$ cat src/rtl/block_raster_writer.sv
// block_raster_writer
//
// Takes complete 8x8 pixel blocks from the decode pipeline, buffers each one,
// and writes it pixel by pixel into the shared image RAM in raster order. The
// block also arbitrates the image RAM between its own writes and the filter
// controller's single-cycle fetches. It reports frame progress in completed
// block rows so that the filter can trail the decoder.
//
// Ports
//   clk, rst                 clock, synchronous active-high reset
//   block_valid/block_data   incoming block; pixel k=px+8*py at [k*PW +: PW]
//   block_ready              writer is idle and can accept a block
//   filter_RAM_request       filter wants a RAM read this cycle
//   is_image_RAM_available   filter read granted this cycle
//   image_RAM_CE/WE          write strobe (WE always equals CE)
//   image_RAM_address/data   write address and pixel
//   completed_block_rows     fully written block rows in the current frame
//   block_row_done           one-cycle pulse when a block row completes
//   frame_done               one-cycle pulse when the frame completes
module block_raster_writer #(
    parameter int IMAGE_WIDTH             = 320,
    parameter int IMAGE_HEIGHT            = 240,
    parameter int BLOCK_SIZE              = 64,
    parameter int PIXEL_WIDTH             = 8,
    parameter int IMAGE_RAM_ADDRESS_WIDTH = $clog2(IMAGE_WIDTH*IMAGE_HEIGHT),
    parameter int ROW_COUNT_WIDTH         = $clog2(IMAGE_HEIGHT/8+1)
) (
    input  logic                               clk,
    input  logic                               rst,
    input  logic                               block_valid,
    input  logic [BLOCK_SIZE*PIXEL_WIDTH-1:0]  block_data,
    output logic                               block_ready,
    input  logic                               filter_RAM_request,
    output logic                               is_image_RAM_available,
    output logic                               image_RAM_CE,
    output logic                               image_RAM_WE,
    output logic [IMAGE_RAM_ADDRESS_WIDTH-1:0] image_RAM_address,
    output logic [PIXEL_WIDTH-1:0]             image_RAM_data,
    output logic [ROW_COUNT_WIDTH-1:0]         completed_block_rows,
    output logic                               block_row_done,
    output logic                               frame_done
);

    localparam int COLS = IMAGE_WIDTH / 8;
    localparam int ROWS = IMAGE_HEIGHT / 8;
    localparam int BXW  = (COLS > 1) ? $clog2(COLS) : 1;
    localparam int BYW  = (ROWS > 1) ? $clog2(ROWS) : 1;
    localparam int PW   = $clog2(BLOCK_SIZE);
    localparam int AW   = IMAGE_RAM_ADDRESS_WIDTH;

    typedef enum logic {S_IDLE, S_WRITE} state_t;

    state_t                     state_q;
    logic [PW-1:0]              p_q;
    logic [BXW-1:0]             bx_q;
    logic [BYW-1:0]             by_q;
    logic [ROW_COUNT_WIDTH-1:0] rows_q;
    logic                       granted_q;
    logic                       wrote_q;
    logic                       row_done_q;
    logic                       frame_done_q;
    logic [PIXEL_WIDTH-1:0]     buf_q [BLOCK_SIZE];

    logic in_write;
    logic wr;
    logic load_hold;

    // The cycle after a grant is the filter's LOAD cycle: no write then, and
    // no new grant either, so a held request settles into write/grant/hold.
    // Right after a write, a pending request takes priority over the next
    // write, so the filter waits at most one cycle.
    assign in_write  = !rst && (state_q == S_WRITE);
    assign load_hold = in_write && granted_q;
    assign wr        = in_write && !granted_q && !(filter_RAM_request && wrote_q);

    assign is_image_RAM_available = filter_RAM_request && !(wr || load_hold);
    assign block_ready            = !rst && (state_q == S_IDLE);
    assign image_RAM_CE           = wr;
    assign image_RAM_WE           = wr;

    // {by,py} = 8*by+py is the line, {bx,px} = 8*bx+px is the column.
    assign image_RAM_address = wr ? (AW'({by_q, p_q[5:3]}) * AW'(IMAGE_WIDTH)
                                     + AW'({bx_q, p_q[2:0]})) : '0;
    assign image_RAM_data    = wr ? buf_q[p_q] : '0;

    assign completed_block_rows = rows_q;
    assign block_row_done       = row_done_q && !rst;
    assign frame_done           = frame_done_q && !rst;

    // Block buffer: captured whole on accept, never sampled otherwise.
    always_ff @(posedge clk) begin
        if (block_valid && block_ready) begin
            for (int k = 0; k < BLOCK_SIZE; k++)
                buf_q[k] <= block_data[k*PIXEL_WIDTH +: PIXEL_WIDTH];
        end
    end

    always_ff @(posedge clk) begin
        if (rst) begin
            state_q      <= S_IDLE;
            p_q          <= '0;
            bx_q         <= '0;
            by_q         <= '0;
            rows_q       <= '0;
            granted_q    <= 1'b0;
            wrote_q      <= 1'b0;
            row_done_q   <= 1'b0;
            frame_done_q <= 1'b0;
        end else begin
            granted_q    <= is_image_RAM_available;
            wrote_q      <= wr;
            row_done_q   <= 1'b0;
            frame_done_q <= 1'b0;
            case (state_q)
                S_IDLE: begin
                    if (block_valid) begin
                        state_q <= S_WRITE;
                        p_q     <= '0;
                    end
                end
                S_WRITE: begin
                    if (wr) begin
                        p_q <= p_q + PW'(1);
                        if (p_q == PW'(BLOCK_SIZE-1)) begin
                            state_q <= S_IDLE;
                            if (bx_q == BXW'(COLS-1)) begin
                                bx_q       <= '0;
                                row_done_q <= 1'b1;
                                if (by_q == BYW'(ROWS-1)) begin
                                    by_q         <= '0;
                                    rows_q       <= '0;
                                    frame_done_q <= 1'b1;
                                end else begin
                                    by_q   <= by_q + BYW'(1);
                                    rows_q <= rows_q + ROW_COUNT_WIDTH'(1);
                                end
                            end else begin
                                bx_q <= bx_q + BXW'(1);
                            end
                        end
                    end
                end
                default: state_q <= S_IDLE;
            endcase
        end
    end

endmodule

$ cat config.mk
export PLATFORM = sky130hd
export DESIGN_NAME = block_raster_writer
export DESIGN_NICKNAME = d
export VERILOG_FILES = /design/src/rtl/block_raster_writer.sv
export SDC_FILE = /design/constraint.sdc
export NUM_CORES = 1
export LEC_CHECK = 0
export BUFFER_PORTS_ARGS = -buffer_cell sky130_fd_sc_hd__buf_2
export CORE_ASPECT_RATIO = 1.1
export CORE_MARGIN = 2
export CORE_UTILIZATION = 45
export DETAILED_ROUTE_END_ITERATION = 16
export PLACE_DENSITY = 0.78
export SETUP_SLACK_MARGIN = 0.02
export SLEW_MARGIN = 20
export SYNTH_ARGS = -nofsm -noshare
export SYNTH_HDL_FRONTEND = slang
export SYNTH_SLANG_ARGS = --single-unit
$ cat constraint.sdc
create_clock -name clk -period 20.5 [get_ports clk]
set_clock_uncertainty 0.2 [all_clocks]
set_input_delay 1.025 -clock clk [delete_from_list [all_inputs] [get_ports clk]]
set_output_delay 1.025 -clock clk [all_outputs]
set_load 0.03 [all_outputs]
# [Word level (Yosys, flattened, before mapping)]
# Memories as Yosys holds them, arrays and structs flattened. A register that Yosys moved wholly into a read port is not among the register bits.
# Cells that the tools add are included.
# Widths: inputs -> output; s select.
[classes] reduce_logical=20 addsub=5 eq_ne=5 bitwise_logic=4 n_mul=1 mux=18
[op_table] op="$mux 6" count=5
[op_table] op="$add 17x9->17" count=1
[op_table] op="$mux 17" count=1
[op_table] op="$add 6x1->6 const B" count=2
[op_table] op="$eq 6x6->1 const B" count=2
[op_table] op="$pmux 6 s2" count=1
[op_table] op="$mul 8x3->11 const B" count=1
[op_table] op="$add 5x1->5 const B" count=2
[op_table] op="$logic_and 1x1->1" count=10
[op_table] op="$mux 5" count=2
[op_table] op="$mux 8" count=1
[op_table] op="$mux 1" count=7
[op_table] op="$eq 5x5->1 const B" count=1
[op_table] op="$reduce_or 5->1" count=1
[op_table] op="$logic_not 1->1" count=4
[op_table] op="$not 1->1" count=4
[op_table] op="$reduce_and 4->1" count=1
[op_table] op="$reduce_or 4->1" count=1
[op_table] op="$reduce_and 3->1" count=1
[op_table] op="$ne 2x1->1 const B" count=1
[op_table] op="$ne 2x2->1 const B" count=1
[op_table] op="$pmux 1 s2" count=1
[op_table] op="$reduce_and 2->1" count=1
[op_table] op="$logic_or 1x1->1" count=1
[totals] mem_bits_rw=512 out_inout_bits=36 wordCells=63 in_bits=516 register_bits=27 memories=1
[mem_list] name="buf_q" words=64 word_bits=8 read_ports=1 rd_ports_with_merged_regs=1 wr=64 line_no="62" rtl="logic [PIXEL_WIDTH-1:0] buf_q [BLOCK_SIZE];"

# [Longest topological paths before layout]
[logic_depth] depth_word=8 depth_mapped=9 depth_no_buf=8

# [Worst setup path before layout]
# Ideal clock, no wire load.
[synth_path] path_kind="input to register" start="input rst" end="memory buf_q[0][0], enable pin" n_path_buf=0 setup_slack_ns=6.275 t_arrival_ns=13.084 stages=2 required_time_ns=19.358 setup_time_ns=0.942 path_cell_list="nor2_1 -> and2_1"
[synth_lines] element="start: declaration" line_no="29" rtl="input logic rst,"
[synth_lines] element="end: declaration" line_no="62"

==> impl_results.md <==
* # DRC at 0
* Yosys cell types at 57
* Clock Tree Buf Depth at 3
* Crit path DAT at 4080 ps
* WL per Instance at 24.54 um
* Max_slew headroom at 28.98%
* Max VDD drop at 0.00007330 V
* Vias in the first global route at 13079
* Commonest cells in the netlist: edfxtp_1, mux4_2, dfxtp_1
* RSZ-0062 raised after global routing: no
* Largest delay share family, worst path: buffers and inverters
* Worst-Skew Late Latency at 570 ps
* Worst endpoint required time at 19270 ps
* Slew Limit Fails at 0
* Peak Freq at 188.5 MHz
* Synth warn at 0
* Most common cell in the synthesized netlist: edfxtp_1
* Post-synth EDFFs at 512
* Row count at 83
* CTS buffer count at 53
* CP max-delay cell: buf_4
* Layout Nets at 2151
* Total number of cells along the worst setup path at 7
* Final setup viols at 0
* Min Clock Period, post-route at 5304 ps
* Buf/Inv on CP at 2
* Post-CTS setup buffers at 0
* Net Switching at 0.5001 mW
* TritonCTS clock tree: built
* Total Routing Usage GR at 22.70%
* Sink Count at 545
* Share of Yosys cell area claimed by the top area cell type at 71.74%
* Crit end category: primary output
* First-pass iteration count of the detailed router at 7
* Root Driver: clkbuf_16
* Register-to-Register Setup Slack at 16850 ps
* Worst Hold Depth at 2
* Max_cap viols at 0
* IO Port Bufs at 551
* Worst-case reg-to-reg path depth at 4
* CP peak stage delay at 870 ps
* Clock power share at 40.5%
* Core area at 46840 um^2
* Synth top area cells: edfxtp_1, mux4_2, dfxtp_1, ha_1, o221ai_1
* Least-Margin Pin Slew at 1065 ps
* Syn Area/Cell at 20.53 um^2
* Share of the clock period used by the worst path after layout at 25.87%
* Mapped cell area at 21430 um^2
* Routed Antenna Nets at 0
* Ports at 552
* Clock transition at path regs at 60 ps
* Logic gate share of total power at 5.8%
* Worst hold slack at 318.2 ps
* Synth Flop Type: edfxtp_1
* Async set or reset register ratio after synthesis at 0%
* Total Neg Setup Slack at 0 ps
* Die height at 232.9 um
* Pleak at 9.638 nW
* Sw frac at 20.80%
* Sequential Power Share at 53.7%
* Via count at 12477
* Width of the die at 212.1 um
* Area delta synth->final at 24.23%
* Status: finished clean
* Worst Hold Class: reg2reg
* Final hold vios at 0
* Initial Util at 45.76%
* H-Tree Depth at 2
* Cells after synthesis at 1044
* CP max FO at 49
* Post_cts resized at 0
* Gp weighted congestion at 0.8556
* Kind of start point of the critical path: flip-flop
* Setup CP Type: reg2out
* Antenna violations before repair at 32
* GRT Residual Overflow at 0
* Register area share after synthesis at 74.82%
* # hold bufs at CTS at 0
* Largest net degree at the start of global routing at 199
* Syn_nets at 1582
* Die area at 49390 um^2
* Cell mode on critical path: o221ai_1
* Synth area leader: edfxtp_1
* Via density at 5.380
* Layout cells sized above 1 at 47.52%
* Iteration-0 DRC count of the detailed router at 1135
* Final wirelength at 56.91 mm
* DP HPWL at 41.32 mm
* PwrDens at 90.31 nW/um^2
* First-pass GRT wire length at 80.23 mm
* Crit-path cells: buf_4 > mux4_2 > a22oi_1 > o21ai_0 > o221ai_1 > o221ai_1 > buf_2
* Seq cells post-synth at 545
* Power Internal at 1.904 mW
-- layout by cell type (no fill, tap or decap), drive strengths merged, types with 8 or more instances in the layout --
master	synthesis	layout
nor2	33	33
a22o	8	8
edfxtp	512	512
o21ai	15	15
nand2b	8	8
o22ai	13	13
nor3	15	15
nand2	24	24
a22oi	9	9
buf	34	561
clkinv	0	20
and3	10	10
ha	20	20
nand4	9	9
a21o	8	8
mux4	128	128
inv	9	12
diode	0	26
nor2b	11	11
mux2i	9	9
dfxtp	33	33
nand3	13	13
a221oi	9	9
a21oi	9	9
o221ai	16	16
xnor2	16	16
clkbuf	13	64
-- final timing paths --
path	start	endpoint
worst max-delay path	flip-flop	image_RAM_data[2]
worst min register to register	completed_block_rows[1]	completed_block_rows[1]
worst max register to register	state_q	buf_q[57][6]
worst min-delay path	completed_block_rows[1]	completed_block_rows[1]
-- worst register-to-register path: cells and delay by family (launching register included) --
family	cells	cell delay (ps)
buffers and inverters	2	1690
AND/OR/NAND/NOR	2	850
flip-flops	1	340
-- layer usage --
metal / share of wire, % / track usage (%) / up-vias
li1: - / - / 5541
met1: 36 / 26.94 / 6184
met2: 52 / 38.71 / 603
met3: 8.3 / 5.993 / 133
met4: 3.8 / 10.52 / 16
met5: 0.17 / 0 / -
-- metrics by stage --
step | util (%) | instance area (um^2) | total power [mW] | setup WS, ps | instances
floorplan | - | 21430 | 1.403 | 6275 | 1044
global placement | 52.99 | 24820 | 1.449 | 15360 | 2195
detailed placement | 52.99 | 24820 | 1.455 | 15220 | 2195
CTS | 56.69 | 26550 | 2.420 | 14990 | 2293
global route | 56.83 | 26620 | 2.470 | 14780 | 2317
finish | 56.84 | 26620 | 2.404 | 15200 | 2319
-- sequential cells by signal, indices dropped and copies added (netlist names), named ones only --
signal,cells
buf_q,512
by_q,5
frame_done_q,1
p_q,6
wrote_q,1
granted_q,1
bx_q,6
row_done_q,1
state_q,1
completed_block_rows,5
-- kinds of logic (layout without fill, tap and decap cells) --
kind of cell | Yosys count | after routing | share of synthesized area (%)
other | 0 | 26 | 0
XOR/XNOR | 21 | 21 | 0.8582
adder cells (fa/ha/maj) | 22 | 22 | 1.355
flip-flops | 545 | 545 | 74.82
AO/OA/AOI/OAI | 114 | 114 | 3.953
multiplexers | 137 | 137 | 13.87
AND/OR/NAND/NOR | 149 | 149 | 3.713
buffers and inverters | 56 | 668 | 1.425
-- power by group through the flow --
stage	clock network [mW]	registers (mW)	logic (mW)
after floorplan	0	1.33	0.0684
after global placement	0	1.31	0.136
after detailed placement	0	1.32	0.139
after CTS	0.987	1.29	0.140
after global routing	1.02	1.30	0.150
final	0.974	1.29	0.139
-- area by class of cell --
cell class,count,area (um^2)
clock inverter,34,344.1
fill,3552,20210
antenna,26,65.06
timing repair buffer,561,2849
inverter,9,33.78
multi-input combinational,443,5097
tap,637,797.0
sequential,545,16050
clock buffer,64,1389
Power figures use the tool's default switching activity.
